--- src/rtl/pwm_pkg.sv ---
// Shared types and sizing helpers for the multi-channel PWM array.
package pwm_pkg;

  typedef enum logic {PWM_EDGE = 1'b0, PWM_CENTER = 1'b1} pwm_mode_e;
  typedef enum logic {DIR_UP = 1'b0, DIR_DOWN = 1'b1} pwm_dir_e;

  function automatic int cnt_max(input int dwidth);
    return (32'sd1 <<< dwidth) - 32'sd1;
  endfunction

  // Width of an index over n items, never narrower than one bit.
  function automatic int idx_width(input int n);
    return (n > 1) ? $clog2(n) : 1;
  endfunction

endpackage

--- src/rtl/pwm_channel.sv ---
// One PWM channel: compare the shared counter against this channel's active
// duty, apply the idle-level inversion and register the result.
module pwm_channel #(
  parameter int   DWIDTH = 8,
  parameter logic INV    = 1'b0
) (
  input  logic              clk_i,
  input  logic              rst_i,
  input  logic              run_i,
  input  logic [DWIDTH-1:0] cnt_i,
  input  logic [DWIDTH-1:0] duty_i,
  output logic              out_o
);

  logic out_d;
  logic out_q;

  always_comb begin
    out_d = (run_i && (cnt_i < duty_i)) ^ INV;
  end

  always_ff @(posedge clk_i or posedge rst_i) begin
    if (rst_i) begin
      out_q <= INV;
    end else begin
      out_q <= out_d;
    end
  end

  assign out_o = out_q;

endmodule

--- src/rtl/pwm_array.sv ---
// Multi-channel PWM generator: prescaled shared counter (edge or center
// aligned), serial duty loader into a shadow bank, commit at period boundaries.
module pwm_array
  import pwm_pkg::*;
#(
  parameter int                  DWIDTH   = 8,
  parameter int                  CHANNELS = 8,
  parameter int                  PRESC    = 1,
  parameter logic [CHANNELS-1:0] INVERT   = '0
) (
  input  logic                clk_i,
  input  logic                rst_i,
  input  logic                en_i,
  input  logic                mode_i,
  input  logic                in_valid_i,
  input  logic [DWIDTH-1:0]   in_data_i,
  output logic                in_ready_o,
  output logic                period_start_o,
  output logic                frame_commit_o,
  output logic [CHANNELS-1:0] out_o
);

  localparam int                SW         = idx_width(CHANNELS);
  localparam int                PW         = idx_width(PRESC);
  localparam logic [DWIDTH-1:0] CNT_MAX    = DWIDTH'(cnt_max(DWIDTH));
  localparam logic [PW-1:0]     PRESC_LAST = PW'(PRESC - 1);
  localparam logic [SW-1:0]     SLOT_LAST  = SW'(CHANNELS - 1);

  logic [PW-1:0]     presc_q, presc_d;
  logic [DWIDTH-1:0] cnt_q, cnt_d;
  pwm_dir_e          dir_q, dir_d;
  pwm_mode_e         mode_q, mode_d;
  logic              restart_q, restart_d;
  logic              tick;
  logic              boundary;
  logic              run;

  logic [SW-1:0]                  slot_q, slot_d;
  logic                           pending_q, pending_d;
  logic [CHANNELS-1:0][DWIDTH-1:0] shadow_q, shadow_d;
  logic [CHANNELS-1:0][DWIDTH-1:0] active_q, active_d;
  logic                           accept;
  logic                           commit;
  logic                           pstart_q;
  logic                           commit_q;

  assign tick = en_i && (presc_q == PRESC_LAST);
  // restart_q marks a counter parked at 0 (after reset or en=0): its next
  // tick opens a new period instead of advancing, so pending frames commit.
  assign run  = en_i && !restart_q;

  always_comb begin
    presc_d   = presc_q;
    cnt_d     = cnt_q;
    dir_d     = dir_q;
    mode_d    = mode_q;
    restart_d = restart_q;
    boundary  = 1'b0;
    if (!en_i) begin
      presc_d   = '0;
      cnt_d     = '0;
      dir_d     = DIR_UP;
      restart_d = 1'b1;
    end else begin
      presc_d = tick ? '0 : presc_q + PW'(1);
      if (tick) begin
        restart_d = 1'b0;
        if (restart_q) begin
          boundary = 1'b1;
        end else begin
          case (dir_q)
            DIR_UP: begin
              if (cnt_q != CNT_MAX) begin
                cnt_d = cnt_q + DWIDTH'(1);
              end else if (mode_q == PWM_CENTER) begin
                dir_d = DIR_DOWN;
                cnt_d = CNT_MAX - DWIDTH'(1);
              end else begin
                boundary = 1'b1;
              end
            end
            DIR_DOWN: begin
              if (cnt_q <= DWIDTH'(1)) begin
                boundary = 1'b1;
              end else begin
                cnt_d = cnt_q - DWIDTH'(1);
              end
            end
          endcase
        end
        if (boundary) begin
          cnt_d  = '0;
          dir_d  = DIR_UP;
          mode_d = pwm_mode_e'(mode_i);
        end
      end
    end
  end

  always_ff @(posedge clk_i or posedge rst_i) begin
    if (rst_i) begin
      presc_q   <= '0;
      cnt_q     <= '0;
      dir_q     <= DIR_UP;
      mode_q    <= PWM_EDGE;
      restart_q <= 1'b1;
    end else begin
      presc_q   <= presc_d;
      cnt_q     <= cnt_d;
      dir_q     <= dir_d;
      mode_q    <= mode_d;
      restart_q <= restart_d;
    end
  end

  assign accept = in_valid_i && !pending_q;
  assign commit = boundary && pending_q;

  always_comb begin
    slot_d    = slot_q;
    pending_d = pending_q;
    shadow_d  = shadow_q;
    active_d  = active_q;
    if (accept) begin
      shadow_d[slot_q] = in_data_i;
      if (slot_q == SLOT_LAST) begin
        slot_d    = '0;
        pending_d = 1'b1;
      end else begin
        slot_d = slot_q + SW'(1);
      end
    end
    if (commit) begin
      active_d  = shadow_q;
      pending_d = 1'b0;
    end
  end

  always_ff @(posedge clk_i or posedge rst_i) begin
    if (rst_i) begin
      slot_q    <= '0;
      pending_q <= 1'b0;
      shadow_q  <= '0;
      active_q  <= '0;
      pstart_q  <= 1'b0;
      commit_q  <= 1'b0;
    end else begin
      slot_q    <= slot_d;
      pending_q <= pending_d;
      shadow_q  <= shadow_d;
      active_q  <= active_d;
      pstart_q  <= boundary;
      commit_q  <= commit;
    end
  end

  for (genvar i = 0; i < CHANNELS; i++) begin : g_chan
    pwm_channel #(
      .DWIDTH (DWIDTH),
      .INV    (INVERT[i])
    ) u_chan (
      .clk_i  (clk_i),
      .rst_i  (rst_i),
      .run_i  (run),
      .cnt_i  (cnt_q),
      .duty_i (active_q[i]),
      .out_o  (out_o[i])
    );
  end

  assign in_ready_o     = !pending_q;
  assign period_start_o = pstart_q;
  assign frame_commit_o = commit_q;

endmodule
--- config.mk ---
export PLATFORM = sky130hd
export DESIGN_NAME = pwm_array
export DESIGN_NICKNAME = d
export VERILOG_FILES = /design/src/rtl/pwm_pkg.sv /design/src/rtl/pwm_channel.sv /design/src/rtl/pwm_array.sv
export SDC_FILE = /design/constraint.sdc
export NUM_CORES = 1
export LEC_CHECK = 0
export CAP_MARGIN = 20
export CORE_ASPECT_RATIO = 1.75
export CORE_MARGIN = 8
export CORE_UTILIZATION = 58
export CTS_BUF_LIST = sky130_fd_sc_hd__clkbuf_16
export CTS_CLUSTER_SIZE = 8
export DETAILED_ROUTE_END_ITERATION = 8
export MAX_ROUTING_LAYER = met4
export PLACE_DENSITY = 0.75
export SYNTH_ARGS = -nofsm -noshare
export SYNTH_HDL_FRONTEND = slang
export SYNTH_SLANG_ARGS = --single-unit
--- constraint.sdc ---
create_clock -name clk_i -period 9.7 [get_ports clk_i]
set_input_delay 2.91 -clock clk_i [delete_from_list [all_inputs] [get_ports clk_i]]
set_output_delay 2.91 -clock clk_i [all_outputs]
set_load 0.05 [all_outputs]
==> results of run 1 <==
kinds of logic after synthesis:
family | share of synthesized area (%)
buffers and inverters | 6.11
other | 0.0478
AND/OR/NAND/NOR | 5.84
adder cells (fa/ha/maj) | 9.73
flip-flops | 49.1
multiplexers | 21.3
XOR/XNOR | 0.558
AO/OA/AOI/OAI | 7.30
through the flow:
step                power [mW]  instance area, um2  hold slack, ns
floorplan                 1.60                7850           0.474
global placement          1.70                8060           0.481
detailed placement        1.76                8060           0.487
CTS                       2.42                8640           0.502
global route              2.54                8670           0.510
finish                    2.40                8670           0.495
flip-flops by register name, indices dropped and copies added, names as in the netlist:
register and flops:
active_q 64, shadow_q 64, cnt_q 8, g_chan.u_chan.out_o 8, slot_q 3, dir_q 1
frame_commit_o 1, mode_q 1, pending_q 1, period_start_o 1, presc_q 1, restart_q 1
layout make-up:
class / instances / area, um2 / area share (%)
Clock buffer: 17 / 425 / 4.91
Clock inverter: 15 / 151 / 1.75
Inverter: 61 / 234 / 2.70
Multi-Input combinational cell: 362 / 3510 / 40.5
Sequential cell: 154 / 3850 / 44.5
Tap cell: 174 / 218 / 2.51
Timing Repair Buffer: 26 / 273 / 3.15
per-layer routing:
metal	track usage (%)	vias up	wire length [um]
li1	-	2152	-
met1	21.8	2394	6630
met2	33.9	77	8430
met3	3.10	18	400
met4	7.60	0	297
met5	-	-	0
path summary, 6_finish.rpt:
check | startpoint | to
max | in_valid_i | shadow_q[54]
min | shadow_q[1] | active_q[1]
max reg2reg | cnt_q[1] | active_q[23]
min reg2reg | shadow_q[1] | active_q[1]
max in group asynchronous | rst_i | active_q[28]
min in group asynchronous | rst_i | g_chan[2].u_chan.out_o
power by group:
part	switching, mW	leakage (nW)	internal [mW]	total [mW]
registers	0.155	1.93	0.909	1.06
logic	0.282	1.93	0.402	0.684
clock network	0.274	0.275	0.379	0.653
total	0.710	4.13	1.69	2.40
worst register-to-register path: cells and delay by family (launching register included):
family	cells	cell delay, ns
buffers and inverters	2	0.72
AOI/OAI and AO/OA	1	0.21
DFF	1	0.88
and+or+nand+nor	3	0.85
adders and majority gates	1	0.41
muxes	1	0.45
cell usage after synthesis, types with 8 or more instances:
cell | n | area [um2]
nor2_1 | 10 | 37.5
a21o_1 | 19 | 143
nand3_1 | 14 | 70.1
ha_1 | 61 | 763
nand2b_1 | 12 | 75.1
clkbuf_1 | 12 | 45.0
nand2_1 | 12 | 45.0
a211o_1 | 8 | 70.1
mux2_4 | 49 | 736
a21oi_1 | 23 | 115
mux2_2 | 83 | 935
dfrtp_1 | 153 | 3830
a31oi_1 | 9 | 56.3
buf_4 | 10 | 75.1
o21ai_0 | 15 | 75.1
inv_1 | 61 | 229
==> flow_metrics.py, run 1 <==
metrics = {
    "finish": {
        "postLayoutCoreUtil_pct": 65.1,
        "nets": 696,
        "synthToLayoutAreaGrowth_pct": 10.5,
        "layout_commonest_cell": "dfrtp_1",
        "n_fill_cell": 1004,
        "antenna_cells": 0,
        "fin_cells": 809,
        "drive_above_1_share_pct": 27.9,
        "final_cell_mix": "dfrtp_1 (153), mux2_2 (83), inv_1 (61), ha_1 (61), mux2_4 (49)",
    },
    "timing": {
        "tightest_slew_ns": 0.989,
        "fmax_mhz": 203,
        "rsz0062_at_grt": "no",
        "finalHoldViolCount": 0,
        "setup_viol": 0,
        "slew-limit-headroom_pct": 34.1,
        "slew_viol_final": 0,
        "finClkSkew_ns": 0.00940,
        "fin_crit_ns": 4.92,
        "tns_ns": 0,
        "finalWorstSetupSlack_ns": 4.78,
        "post-route-period-util_pct": 50.8,
    },
    "logic_synthesis": {
        "ys.flop_type": "dfrtp_1",
        "ys_types": 49,
        "synth_seq_cells": 154,
        "syn_nets": 681,
        "postSynth.asyncResetShare_pct": 100,
        "syn_avg_cell_area_um2": 12.9,
        "synth_cells": 607,
        "synth-edff-count": 0,
        "yosysWarnings": 0,
        "syn_area_mm2": 0.00785,
        "yosysSeqAreaShare_pct": 49.1,
    },
    "grt": {
        "antenna_found_initial": 0,
        "grt_usage_pct": 19.4,
        "first_global_vias": 5193,
        "grt_max_degree": 82,
        "grt_pass1_wl_mm": 26.3,
        "overflow": 0,
    },
    "floorplanning": {
        "rows": 56,
        "die_y_um": 170,
        "coreArea_mm2": 0.0133,
        "start_util_pct": 58.9,
        "die_area_mm2": 0.0177,
        "ios": 24,
        "die_x_um": 104,
    },
    "placement": {
        "port_buffers": 23,
        "dp.cells": 776,
        "place.gp.congestion": 0.789,
        "hpwl_mm": 10.2,
        "place_ws_ns": 4.33,
    },
    "outcome": {
        "outcome": "completed",
    },
    "power": {
        "p_per_area_mw_per_mm2": 277,
        "power.leakage_nw": 4.13,
        "ir_worst_vdd_mv": 0.163,
    },
    "critical_path": {
        "slowest_stage": "nor2b_1",
        "critPathMaxFanout": 8,
        "max_stage_delay_ns": 0.68,
        "arrival_ns": 5.22,
        "cp_num_buf_inv": 1,
        "cp.depth": 5,
        "cp_common_cell": "nor2b_1",
        "worstSetupEndpointType": "flip-flop",
        "reg2regPathDepth": 8,
        "r2r_slack_ns": 6.07,
        "worst_ep_required_time_ns": 10.00,
        "cp_cell_sequence": "clkdlybuf4s50_1, nor2b_1, nor2b_1, nor2b_1, mux2_2",
        "crit_family": "simple AND/OR/NAND/NOR gates",
        "path_class": "primary input to flip-flop",
        "start_kind": "primary input",
    },
    "detailed_routing": {
        "avgRoutedWirePerCell_um": 19.5,
        "first_pass_iters": 4,
        "vias_per_cell": 5.74,
        "ant_nets": 0,
        "num_vias": 4641,
        "remaining_drc_errors": 0,
        "drtIter0Drc": 249,
        "drt-total-wl_mm": 15.8,
    },
    "clock_network": {
        "cts.sinks": 154,
        "cts_made_buffers": 17,
        "cts_tree": "yes",
        "cts_max_level": 4,
        "clock-root-buffer": "clkbuf_16",
        "cts_hold_buf": 0,
        "ctsLongestPathBuffers": 2,
        "insertion_delay_ns": 0.42,
        "cts_setup_buffers": 0,
        "post_cts_resized": 0,
        "clkTransAtPathRegs_ns": 0.06,
    },
    "hold_path": {
        "whs_path_depth": 1,
        "hold_path.class": "flip-flop to flip-flop",
    },
    "flow_run": {
        "drv_cap": 0,
    },
}
Power figures use the tool's default switching activity.
==> inputs of run 2 (changes only) <==
clock period = 5.1 ns   (was 9.7 ns; I/O delays follow)
==> run 2 against run 1 <==
  * Via count increased by 0.32%
  * Clock power increased by 72%
  * First-iteration DRC count decreased by 15%
  * Critical path depth increased by 2
  * Sequential share of layout area increased by 0.27 points
  * Largest power group unchanged
  * Highest routed layer unchanged
==> flow_metrics.py, run 2 (synthesis results as in run 1) <==
metrics = {
    "grt": {
        "first_global_vias": 4983,
        "antenna_found_initial": 0,
        "grt_max_degree": 155,
        "overflow": 0,
        "grt_usage_pct": 19.6,
        "grt_pass1_wl_mm": 26.3,
    },
    "finish": {
        "antenna_cells": 0,
        "drive_above_1_share_pct": 26.8,
        "synthToLayoutAreaGrowth_pct": 9.81,
        "nets": 696,
        "layout_commonest_cell": "dfrtp_1",
        "reg_top3": "active_q: 64 flops, shadow_q: 64 flops",
        "final_cell_mix": "dfrtp_1 (153), mux2_2 (83), inv_1 (65)",
    },
    "detailed_routing": {
        "first_pass_iters": 4,
        "ant_nets": 0,
        "drtIter0Drc": 212,
        "drt-total-wl_mm": 16.1,
        "num_vias": 4656,
        "remaining_drc_errors": 0,
        "avgRoutedWirePerCell_um": 19.9,
        "vias_per_cell": 5.76,
    },
    "clock_network": {
        "cts.sinks": 154,
        "cts_setup_buffers": 0,
        "insertion_delay_ns": 0.41,
        "clkTransAtPathRegs_ns": 0.06,
        "cts_max_level": 4,
        "cts_hold_buf": 0,
        "clock-root-buffer": "clkbuf_16",
        "post_cts_resized": 0,
        "ctsLongestPathBuffers": 2,
        "cts_made_buffers": 17,
        "cts_tree": "yes",
    },
    "placement": {
        "place.gp.congestion": 0.824,
        "hpwl_mm": 10.4,
        "port_buffers": 23,
    },
    "critical_path": {
        "arrival_ns": 3.75,
        "reg2regPathDepth": 7,
        "start_kind": "flip-flop",
        "r2r_slack_ns": 1.63,
        "timing.rr.end": "active_q[48]",
        "r2r-start": "cnt_q[0]",
        "path_class": "flip-flop to flip-flop",
        "worstSetupEndpointType": "flip-flop",
        "worst_ep_required_time_ns": 5.38,
        "critPathMaxFanout": 49,
    },
    "flow_run": {
        "drv_cap": 0,
    },
    "timing": {
        "finClkSkew_ns": 0.00970,
        "setup_viol": 0,
        "finalHoldViolCount": 0,
        "tightest_slew_ns": 1.10,
        "slew-limit-headroom_pct": 27.0,
        "fin_crit_ns": 3.47,
        "slew_viol_final": 0,
        "rsz0062_at_grt": "no",
        "fmax_mhz": 289,
        "tns_ns": 0,
        "post-route-period-util_pct": 67.9,
        "whs_ns": 0.495,
    },
    "floorplanning": {
        "ios": 24,
        "rows": 56,
        "start_util_pct": 58.9,
        "coreArea_mm2": 0.0133,
        "die_y_um": 170,
        "die_area_mm2": 0.0177,
        "die_x_um": 104,
    },
    "hold_path": {
        "min_from": "shadow_q[38]",
        "whs_path_depth": 1,
        "hold_path.class": "flip-flop to flip-flop",
        "hold_end": "active_q[38]",
    },
    "power": {
        "power.leakage_nw": 4.13,
        "p_per_area_mw_per_mm2": 516,
        "ir_worst_vdd_mv": 0.342,
    },
    "outcome": {
        "outcome": "completed",
    },
}
[run 2: cell types whose count changed in the layout (fill, tap and decap cells not counted)]
cell / before / now
inv_1: 61 / 65
clkinvlp_4: 4 / 2
buf_4: 2 / 1
buf_16: 1 / 0
bufinv_16: 2 / 1
buf_12: 0 / 2
clkinv_1: 1 / 3
inv_6: 4 / 0
[run 2: layout make-up]
class / instances / area [um2]
repair buffers: 26 / 278
clock inverters: 14 / 95.1
well taps: 174 / 218
inverters: 61 / 233
clock buffers: 17 / 425
flip-flops and latches: 154 / 3850
fillers: 1002 / 4700
multi-input cells: 362 / 3510
[run 2: how the worst max path moves through the flow]
| stage | from | endpoint | slack [ns] | depth (start not counted) |
|---|---|---|---|---|
| 2_1_floorplan | rst_i | active_q[0] | 1.63 | 1 |
| 3_3_place_gp | in_valid_i | shadow_q[53] | 1.38 | 5 |
| 3_5_place_dp | in_valid_i | shadow_q[51] | 1.27 | 5 |
| 4_1_cts | cnt_q[0] | active_q[48] | 1.65 | 7 |
| 5_1_grt | cnt_q[0] | active_q[48] | 1.50 | 7 |
| 6_report | cnt_q[0] | active_q[48] | 1.63 | 7 |
[run 2: power by group]
part / total [mW] / switching (mW) / internal (mW)
clock network: 1.12 / 0.465 / 0.653
registers: 2.03 / 0.301 / 1.73
logic: 1.30 / 0.531 / 0.767
[run 2: layer usage]
metal	up-vias	global-route usage (%)	share of wire [%]
li1	2142	-	-
met1	2421	21.4	41
met2	73	35.2	55
met3	20	3.26	2.5
met4	0	7.16	1.5
met5	-	-	0
[run 2: through the flow]
step | cell area (um2) | worst slack, ns | std cells | util, % | power, mW
4_1_cts | 8620 | 1.65 | 808 | 64.7 | 4.48
6_report | 8620 | 1.63 | 808 | 64.7 | 4.45
3_5_place_dp | 8100 | 1.27 | 777 | 60.8 | 3.34
3_3_place_gp | 8100 | 1.38 | 777 | 60.8 | 3.22
2_1_floorplan | 7850 | 1.63 | 607 | - | 3.04
5_1_grt | 8620 | 1.50 | 808 | 64.7 | 4.72
[run 2: critical path: stages, from the launching register on]
cell and delay, ns:
dfrtp_1 0.85, ha_1 0.39, nand4_4 0.12, or4_4 0.56, a21oi_4 0.24, and2_4 0.39, buf_12 0.37, mux2_2 0.39
